$ cat src/rtl/if_id_queue.sv
// IF/ID decoupling queue: circular buffer of fetch packets between fetch and decode.
// Define IF_ID_QUEUE_BYPASS_EN to forward a packet straight to decode while the queue is empty.
package if_id_queue_pkg;
    typedef struct packed {
        logic [31:0] instr;
        logic [31:0] pc;
        logic [31:0] pc_plus_4;
    } if_id_data_t;
endpackage

module if_id_queue
    import if_id_queue_pkg::*;
#(
    parameter int DEPTH = 4
) (
    input  logic                         clk,
    input  logic                         rst_n,
    input  logic                         enq_valid_i,
    input  if_id_data_t                  enq_data_i,
    output logic                         enq_ready_o,
    output logic                         deq_valid_o,
    output if_id_data_t                  deq_data_o,
    input  logic                         deq_ready_i,
    input  logic                         flush_i,
    output logic [$clog2(DEPTH+1)-1:0]   count_o
);
    localparam int PW = $clog2(DEPTH);
    localparam int CW = $clog2(DEPTH+1);

    // Handshake: a transfer happens on a rising edge where valid and ready are both high.
    if_id_data_t     r_mem [DEPTH];
    logic [PW-1:0]   r_rd_ptr;
    logic [PW-1:0]   r_wr_ptr;
    logic [CW-1:0]   r_count;

    logic            w_full;
    logic            w_empty;
    logic            w_store;
    logic            w_pop;

    assign w_full      = (r_count == CW'(DEPTH));
    assign w_empty     = (r_count == '0);
    assign enq_ready_o = !w_full && !flush_i;
    assign count_o     = r_count;

`ifdef IF_ID_QUEUE_BYPASS_EN
    logic w_bypass;
    // rst_n gates the forward path so decode sees nothing while reset is held.
    assign w_bypass    = w_empty && !flush_i && rst_n;
    assign deq_valid_o = w_bypass ? enq_valid_i : (!w_empty && !flush_i);
    assign deq_data_o  = !w_empty ? r_mem[r_rd_ptr] :
                         (w_bypass ? enq_data_i : '0);
    // A packet forwarded and consumed in the same cycle never lands in storage.
    assign w_store     = enq_valid_i && enq_ready_o && !(w_bypass && deq_ready_i);
    assign w_pop       = deq_valid_o && deq_ready_i && !w_empty;
`else
    assign deq_valid_o = !w_empty && !flush_i;
    assign deq_data_o  = w_empty ? '0 : r_mem[r_rd_ptr];
    assign w_store     = enq_valid_i && enq_ready_o;
    assign w_pop       = deq_valid_o && deq_ready_i;
`endif

    always_ff @(posedge clk) begin
        if (!rst_n || flush_i) begin
            r_rd_ptr <= '0;
            r_wr_ptr <= '0;
            r_count  <= '0;
        end else begin
            if (w_store) begin
                r_wr_ptr <= r_wr_ptr + PW'(1);
            end
            if (w_pop) begin
                r_rd_ptr <= r_rd_ptr + PW'(1);
            end
            case ({w_store, w_pop})
                2'b10:   r_count <= r_count + CW'(1);
                2'b01:   r_count <= r_count - CW'(1);
                default: r_count <= r_count;
            endcase
        end
    end

    // Storage is never cleared; pointers and count alone define what is valid.
    always_ff @(posedge clk) begin
        if (rst_n && w_store) begin
            r_mem[r_wr_ptr] <= enq_data_i;
        end
    end
endmodule

$ cat config.mk
export PLATFORM = sky130hd
export DESIGN_NAME = if_id_queue
export DESIGN_NICKNAME = d
export VERILOG_FILES = /design/src/rtl/if_id_queue.sv
export SDC_FILE = /design/constraint.sdc
export NUM_CORES = 1
export LEC_CHECK = 0
export ABC_AREA = 1
export CAP_MARGIN = 20
export CORE_ASPECT_RATIO = 1.4
export CORE_MARGIN = 8
export CORE_UTILIZATION = 23
export CTS_BUF_LIST = sky130_fd_sc_hd__clkbuf_4 sky130_fd_sc_hd__clkbuf_8
export DETAILED_ROUTE_END_ITERATION = 10
export DONT_BUFFER_PORTS = 1
export PLACE_DENSITY = 0.35
export SLEW_MARGIN = 25
export SYNTH_ARGS = -nofsm -noshare
export SYNTH_HDL_FRONTEND = slang
export SYNTH_SLANG_ARGS = --single-unit
$ cat constraint.sdc
create_clock -name clk -period 11.9 [get_ports clk]
set_clock_uncertainty 0.15 [all_clocks]
set_input_delay 1.19 -clock clk [delete_from_list [all_inputs] [get_ports clk]]
set_output_delay 1.19 -clock clk [all_outputs]
set_load 0.01 [all_outputs]
==> results of run 1 <==
[metrics by stage]
stage	hold slack, ns	area [µm²]
6_report	0.333	17600
3_5_place_dp	0.326	16200
4_1_cts	0.336	17600
5_1_grt	0.364	17600
3_3_place_gp	0.306	16200
2_1_floorplan	0.293	15300
[critical path, cell delays in order, from the launching register on]
cell and delay, ns:
dfxtp_4 0.42, inv_6 0.50, buf_4 0.85, o21ai_0 0.23, a21oi_1 0.49
[sequential cells by signal, summed over array words and instances, names as in the netlist, named ones only]
register and flops:
count_o 3, r_mem 384, r_rd_ptr 2, r_wr_ptr 2
[cells in the final DEF, fill, tap and decap left out, drive strengths merged]
master,n
a21oi,101
buf,17
bufinv,5
clkbuf,97
clkinv,13
clkinvlp,3
dfxtp,9
diode,1
edfxtp,384
fa,1
ha,5
inv,25
nand2,17
nand3,5
nand4,3
nor2,395
o21ai,193
[path summary, 6_finish.rpt]
path | from | to | slack (ns) | cells after the start
max | register | deq_data_o[4] | 7.40 | 4
min | r_rd_ptr[0]$_SDFFE_PP0P_ | r_rd_ptr[0]$_SDFFE_PP0P_ | 0.33 | 2
max reg2reg | count_o[1]$_SDFFE_PP0P_ | r_mem[3][58]$_DFFE_PP_ | 8.64 | 6
min reg2reg | r_rd_ptr[0]$_SDFFE_PP0P_ | r_rd_ptr[0]$_SDFFE_PP0P_ | 0.33 | 2
[cell type report]
cell class / count / share of cell area [%]
repair buffers: 17 / 0.725
flip-flops and latches: 393 / 66.6
clock buffers: 97 / 6.63
inverters: 25 / 0.619
diodes: 1 / 0.0142
multi-input cells: 720 / 18.0
well taps: 855 / 6.08
clock inverters: 21 / 1.27
[power by group]
group / switching, µW / internal [µW] / total [µW]
Sequential: 3.71 / 1530 / 1540
Clock: 548 / 736 / 1280
Combinational: 56.6 / 13.1 / 69.7
Total: 608 / 2280 / 2890
[routing by layer]
layer  track usage (%)  part of all wire (%)  vias to the layer above
met1              11.6                    38                     4493
met3              4.18                   8.3                       83
met4              5.26                   3.2                        0
li1                  -                     -                     4313
met2              19.4                    51                      225
met5                 0                     0                        -
[cells by family (layout without fill, tap and decap cells)]
kind of cell	count (synthesis)	count (layout)	synth area share, %
and+or+nand+nor	420	420	10.4
other	0	1	0
DFF	393	393	76.3
adders and majority gates	6	6	0.538
AOI/OAI and AO/OA	294	294	9.59
buffers and inverters	98	160	3.20
==> run_results.csv, run 1 <==
group,metric,value,unit
min_path,hold_class,"register to register",
pwr,p_leak,0.00571,µW
drt,drtAntennaViolNets,0,
clock_network,cts_root_buf,"clkbuf_8",
die,die_h,322,µm
place,post-place-ws,7.91,ns
clock_network,h-tree-depth,3,
place,dp_cells,2010,
cells_and_area,fin_cells,2129,
die,row_count,112,
clock_network,cts_tree,"yes",
drt,vias,9114,
grt,grt_overflow,0,
synth,synth_ff_type,"edfxtp_1",
timing,setup_ws,7.40,ns
synth,synthTopCellsByCount,"395 x nor2_1, 384 x edfxtp_1, 172 x o21ai_0, 101 x a21oi_1, 29 x clkbuf_1",
place,port_buffers,0,
drt,avgRoutedWirePerCell,19.7,µm
synth,synth_top_area_share,75.1,%
drt,drt_pre_antenna_iters,4,
timing,rsz0062_at_grt,"false",
timing,fmax,222,MHz
place,routabilityCongestion,0.657,
pwr,power_density,164,nW/µm²
flow_run,drv_cap,0,
timing,finalCritPeriodShare,37.9,%
timing,final_hold_viol_count,0,
synth,post-synth-top-count-cell,"nor2_1",
critical_path,crit_required,10.56,ns
clock_network,cts.sinks,393,
critical_path,critPathKind,"register to output pin",
synth,syn_area,15300,µm²
clock_network,cts_resized,0,
status,outcome,"complete, no violations",
synth,synth-seq-area-share,76.3,%
drt,drc,0,
grt,grt_first_pass_wirelength,61600,µm
pwr,total_power,2890,µW
critical_path,path_max_fanout,100,
cells_and_area,synthToLayoutAreaGrowth,14.6,%
clock_network,hold_buffers,0,
die,io_pins,202,
timing,max_slew.worst_pin.slew,0.974,ns
clock_network,path_clk_slew,0.06,ns
timing,fin_crit,4.50,ns
die,die_x,234,µm
drt,totalWireLength,42000,µm
die,coreArea,66300,µm²
grt,antenna_found_initial,1,
die,design.die.area,75400,µm²
critical_path,critPathCaptureType,"output pin",
cells_and_area,nFillCells,6821,
place,hpwl,23600,µm
clock_network,cts_buffer_depth,3,
cells_and_area,final_util,26.5,%
grt,first_global_vias,9407,
synth,postSynthAreaPerCell,12.7,µm²
cells_and_area,final_nets,1331,
cells_and_area,drive_gt1_share,10.4,%
synth,synth.distinct_cells,19,
pwr,vdd_drop_max,0.0000922,V
synth,ys_ff_latch,393,
timing,slew_violations,0,
synth,yosys-top-cells-area,"edfxtp_1 75%, nor2_1 9.7%, o21ai_0 5.6%",
critical_path,worstSetupStartpointType,"register",
grt,track_usage,11.1,%
clock_network,numCtsBuffers,67,
drt,viasPerCell,4.28,
synth,yosysWarnings,0,
timing,slew_headroom,35.1,%
die,start_util,23.2,%
timing,finalSetupTns,0,ns
cells_and_area,seqCellArea,11700,µm²
clock_network,cts_setup_buffers,0,
grt,grt_start_max_net_pins,101,
clock_network,clock_latency,0.63,ns
timing,setup_viol,0,
cells_and_area,multiInputGateArea,3170,µm²
synth,yosys.area.top_type,"edfxtp_1",
drt,drtIter0Drc,483,
synth,synth_fp_nets,1318,
synth,synth_edf_count,384,
synth,async_reset_ff_share,0,%
critical_path,cp.arrival,3.16,ns
synth,syn_inst,1211,
Note: power is estimated with default switching activity, not from simulation.
==> run 2: changes to the inputs <==
--- a/config.mk
+++ b/config.mk
@@ -13,7 +13,7 @@
 export CTS_BUF_LIST = sky130_fd_sc_hd__clkbuf_4 sky130_fd_sc_hd__clkbuf_8
 export DETAILED_ROUTE_END_ITERATION = 10
 export DONT_BUFFER_PORTS = 1
-export PLACE_DENSITY = 0.35
+export PLACE_DENSITY = 0.36
 export SLEW_MARGIN = 25
 export SYNTH_ARGS = -nofsm -noshare
 export SYNTH_HDL_FRONTEND = slang
==> constraint.sdc (replaced) <==
create_clock -name clk -period 3.7 [get_ports clk]
set_clock_uncertainty 0.15 [all_clocks]
set_input_delay 0.37 -clock clk [delete_from_list [all_inputs] [get_ports clk]]
set_output_delay 0.37 -clock clk [all_outputs]
set_load 0.01 [all_outputs]
==> run_results.csv, run 2 (synthesis gave the netlist of run 1 again) <==
group,metric,value,unit
cells_and_area,top_register,"r_mem",
timing,rsz0062_at_grt,"false",
pwr,p_int,7040,µW
pwr,p_leak,0.00616,µW
drt,drc,0,
timing,finalSetupTns,0,ns
pwr,pwr-share-clk,41.3,%
timing,fmax,336,MHz
cells_and_area,final_common_cell,"nor2_1",
clock_network,cts.sinks,393,
pwr,p_comb_share,4.1,%
clock_network,numCtsBuffers,67,
critical_path,reg2reg_slack,1.10,ns
die,die_h,322,µm
grt,grt_start_max_net_pins,108,
cells_and_area,largest_reg_flops,384,
place,routabilityCongestion,0.713,
pwr,p_sw,2030,µW
pwr,vdd_drop_max,0.000294,V
cells_and_area,final_util,28.2,%
cells_and_area,mostFrequentLayoutCells,"391 x nor2_1, 384 x edfxtp_1, 172 x o21ai_0",
critical_path,critPathKind,"register to output pin",
pwr,p_seq_share,54.5,%
cells_and_area,drive_gt1_share,10.1,%
die,io_pins,202,
grt,grt_first_pass_wirelength,63300,µm
clock_network,clock_latency,0.65,ns
clock_network,cts_root_buf,"clkbuf_8",
drt,totalWireLength,42400,µm
die,design.die.area,75400,µm²
drt,vias,9399,
die,die_x,234,µm
pwr,power_density,484,nW/µm²
pwr,switching_share,22.4,%
timing,whs,0.236,ns
critical_path,worstSetupStartpointType,"register",
timing,slew_headroom,46.8,%
min_path,hold_class,"input pin to register",
clock_network,cts_tree,"yes",
critical_path,cpMostUsedCell,"nor2_1",
die,start_util,23.2,%
timing,fin_crit,2.98,ns
clock_network,h-tree-depth,3,
grt,antenna_found_initial,5,
pwr,total_power,9070,µW
timing,finalCritPeriodShare,80.4,%
die,row_count,112,
place,port_buffers,0,
critical_path,crit_required,3.18,ns
critical_path,cp_cell_sequence,"buf_12 > nor2_1 > nor2_1 > o21ai_0 > a21oi_1",
flow_run,drv_cap,0,
cells_and_area,final_nets,1443,
place,post-place-ws,1.04,ns
critical_path,crit_slowest_cell,"dfxtp_4",
grt,first_global_vias,9860,
cells_and_area,synthToLayoutAreaGrowth,21.9,%
drt,viasPerCell,4.19,
timing,setup_viol,0,
timing,setup_ws,0.724,ns
timing,slew_violations,0,
critical_path,cpPeakStageDelay,0.50,ns
clock_network,cts_setup_buffers,0,
critical_path,critPathCaptureType,"output pin",
place,hpwl,24500,µm
clock_network,cts_buffer_depth,3,
timing,final_hold_viol_count,0,
timing,max_slew.worst_pin.slew,0.798,ns
die,coreArea,66300,µm²
grt,grt_overflow,0,
critical_path,cp.arrival,2.46,ns
drt,drt_pre_antenna_iters,4,
clock_network,path_clk_slew,0.07,ns
drt,avgRoutedWirePerCell,18.9,µm
critical_path,path_max_fanout,107,
drt,drtIter0Drc,414,
grt,track_usage,11.2,%
drt,drtAntennaViolNets,0,
status,outcome,"complete, no violations",
==> run 2: changes by cell type in the layout (fill, tap and decap cells not counted), sizes merged <==
cell / delta
buf: +7
dlygate4sd3: +105
bufinv: -5
diode: +4
clkinv: +5
inv: +2
clkbuf: -5
==> run 2: layout make-up <==
class                   count  area, µm²
well taps                 855       1070
repair buffers            129       1380
fillers                  6842      47600
flip-flops and latches    393      11700
multi-input cells         720       3170
clock inverters            23        121
inverters                  25        106
diodes                      5       12.5
clock buffers              92       1130
==> run 2: timing repair <==
item,CTS,global route
endpoints found under the hold margin,393,0
setup endpoints to repair,0,0
resized for setup,0,0
hold buffers,105,0
==> run 2: power groups by stage <==
stage,Sequential [µW],Clock (µW),Combinational (µW)
CTS,4940,3970,391
global route,4950,4120,418
finish,4950,3750,374
global placement,5040,0,246
detailed placement,5040,0,247
floorplan,5040,0,160
==> run 2: metrics by stage <==
step | std cells | instance area [µm²]
after global placement | 2017 | 16400
after detailed placement | 2017 | 16400
final | 2242 | 18700
after floorplan | 1211 | 15400
after global routing | 2240 | 18700
after CTS | 2237 | 18700
==> run 2: path summary, 6_finish.rpt <==
path	from	end	cells after the start
hold / removal	rst_n	r_mem[0][10]$_DFFE_PP_	2
hold reg to reg	r_rd_ptr[0]$_SDFFE_PP0P_	r_rd_ptr[0]$_SDFFE_PP0P_	2
setup reg to reg	count_o[0]$_SDFFE_PP0P_	r_mem[3][60]$_DFFE_PP_	5
setup / recovery	register	deq_data_o[50]	5
==> run 2: layer usage <==
layer  vias to the layer above  wire length, µm  global-route usage [%]
met4                         0             1020                    4.79
li1                       4545                -                       -
met3                        63             2830                    3.70
met1                      4571            17000                    12.3
met2                       220            21600                    19.7
met5                         -                0                       0
==> run 2: critical path, delay by kind of cell, from the launching register on <==
| kind | cells | cell delay (ns) |
|---|---|---|
| buffers and inverters | 1 | 0.38 |
| DFF | 1 | 0.50 |
| AOI/OAI and AO/OA | 2 | 0.54 |
| and+or+nand+nor | 2 | 0.20 |
==> run 3: changes to the inputs <==
--- a/config.mk
+++ b/config.mk
@@ -13,7 +13,7 @@
 export CTS_BUF_LIST = sky130_fd_sc_hd__clkbuf_4 sky130_fd_sc_hd__clkbuf_8
 export DETAILED_ROUTE_END_ITERATION = 10
 export DONT_BUFFER_PORTS = 1
-export PLACE_DENSITY = 0.36
+export PLACE_DENSITY = 0.35
 export SLEW_MARGIN = 25
 export SYNTH_ARGS = -nofsm -noshare
 export SYNTH_HDL_FRONTEND = slang
==> constraint.sdc (replaced) <==
create_clock -name clk -period 2.95 [get_ports clk]
set_clock_uncertainty 0.15 [all_clocks]
set_input_delay 0.295 -clock clk [delete_from_list [all_inputs] [get_ports clk]]
set_output_delay 0.295 -clock clk [all_outputs]
set_load 0.01 [all_outputs]
==> run_results.csv, run 3 (synthesis gave the netlist of run 1 again) <==
group,metric,value,unit
grt,first_global_vias,9980,
grt,antenna_found_initial,5,
place,routabilityCongestion,0.708,
die,die_h,322,µm
cells_and_area,final_nets,1452,
critical_path,cpPeakStageDelay,0.36,ns
timing,setup_viol,0,
clock_network,cts.sinks,393,
critical_path,path_max_fanout,42,
timing,slew_violations,0,
clock_network,cts_setup_buffers,0,
die,io_pins,202,
timing,finalSetupTns,0,ns
die,die_x,234,µm
die,row_count,112,
critical_path,critPathCaptureType,"output pin",
die,start_util,23.2,%
clock_network,path_clk_slew,0.06,ns
cells_and_area,largest_reg_flops,384,
critical_path,worstSetupStartpointType,"register",
drt,drtIter0Drc,414,
clock_network,clock_latency,0.62,ns
place,port_buffers,0,
timing,max_slew.worst_pin.slew,0.531,ns
cells_and_area,synthToLayoutAreaGrowth,23.6,%
place,dp_cells,2023,
pwr,p_leak,0.00628,µW
grt,track_usage,11.5,%
clock_network,cts_buffer_depth,3,
clock_network,cts_root_buf,"clkbuf_8",
critical_path,critPathKind,"register to output pin",
cells_and_area,final_cell_area,19000,µm²
drt,totalWireLength,43500,µm
drt,vias,9435,
drt,drt_pre_antenna_iters,4,
min_path,hold_class,"input pin to register",
drt,drc,0,
pwr,vdd_drop_max,0.000408,V
clock_network,cts_tree,"yes",
clock_network,h-tree-depth,3,
cells_and_area,drive_gt1_share,11.0,%
critical_path,reg2reg_slack,0.53,ns
cells_and_area,top_register,"r_mem",
critical_path,crit_required,2.51,ns
timing,finalCritPeriodShare,91.6,%
cells_and_area,fin_cells,2255,
critical_path,crit_slowest_cell,"dfxtp_1",
timing,rsz0062_at_grt,"false",
grt,grt_overflow,0,
die,coreArea,66300,µm²
cells_and_area,final_util,28.6,%
drt,viasPerCell,4.18,
cells_and_area,final_common_cell,"nor2_1",
timing,fmax,370,MHz
grt,grt_first_pass_wirelength,64400,µm
critical_path,cp_cell_sequence,"nor2_1 > nand2_1 > inv_4 > buf_12 > a21oi_1 > buf_4",
place,hpwl,25100,µm
drt,avgRoutedWirePerCell,19.3,µm
die,design.die.area,75400,µm²
flow_run,drv_cap,0,
timing,slew_headroom,64.6,%
timing,final_hold_viol_count,0,
place,placed_area,16500,µm²
timing,fin_crit,2.70,ns
grt,grt_start_max_net_pins,97,
drt,drtAntennaViolNets,0,
cells_and_area,mostFrequentLayoutCells,"391 x nor2_1, 384 x edfxtp_1, 172 x o21ai_0",
critical_path,cp.arrival,2.26,ns
clock_network,numCtsBuffers,69,
pwr,power_density,623,nW/µm²
status,outcome,"complete, no violations",
## run 3: cell count changes in the layout (fill, tap and decap cells not counted), sizes merged, moves of 2 or more
cell    change
buf         +6
clkinv      +5
bufinv      +4
diode       -2
inv         -2
## run 3: timing repair
action | in CTS | in global routing
resized for setup | 2 | 0
hold endpoints to repair | 395 | 0
setup endpoints to repair | 4 | 0
hold buffers | 106 | 0
## run 3: area by class of cell
cell class / instances / area [µm²]
antenna: 3 / 7.51
inverter: 25 / 106
tap: 855 / 1070
clock buffer: 92 / 1130
sequential: 393 / 11700
multi-input combinational: 720 / 3190
timing repair buffer: 136 / 1490
clock inverter: 31 / 251
fill: 6779 / 47300
## run 3: power by group
group	total, µW	switching, µW	leakage (µW)	internal [µW]
clock network	5130	2270	0.000728	2860
registers	6200	14.2	0.00354	6190
logic	480	316	0.00201	164
## run 3: final timing paths
kind | startpoint | to | cells past startpoint
max | count_o[1]$_SDFFE_PP0P_ | deq_data_o[92] | 6
max reg2reg | r_wr_ptr[0]$_SDFFE_PP0P_ | r_wr_ptr[1]$_SDFFE_PP0P_ | 8
min reg2reg | r_rd_ptr[1]$_SDFFE_PP0P_ | register | 4
min | enq_data_i[36] | r_mem[1][36]$_DFFE_PP_ | 1
## run 3: metrics by stage
stage	power [µW]	worst slack (ns)	hold slack (ns)
after floorplan	6530	0.00308	0.244
after global placement	6640	0.624	0.244
after detailed placement	6640	0.609	0.244
after CTS	12100	0.0830	0.127
after global routing	12300	0.0516	0.175
final	11800	0.247	0.230
## run 3: worst max-delay path: cells and delay by family (launching register included)
| family | cells | cell delay, ns |
|---|---|---|
| AO/OA/AOI/OAI | 1 | 0.09 |
| buffers and inverters | 3 | 0.72 |
| flip-flops | 1 | 0.36 |
| AND/OR/NAND/NOR | 2 | 0.44 |
## run 3: per-layer routing
layer	GRT usage, %	share of wire [%]
met5	0	0.028
met3	3.52	6.2
met1	12.5	40
met4	5.33	3.0
met2	20.4	51
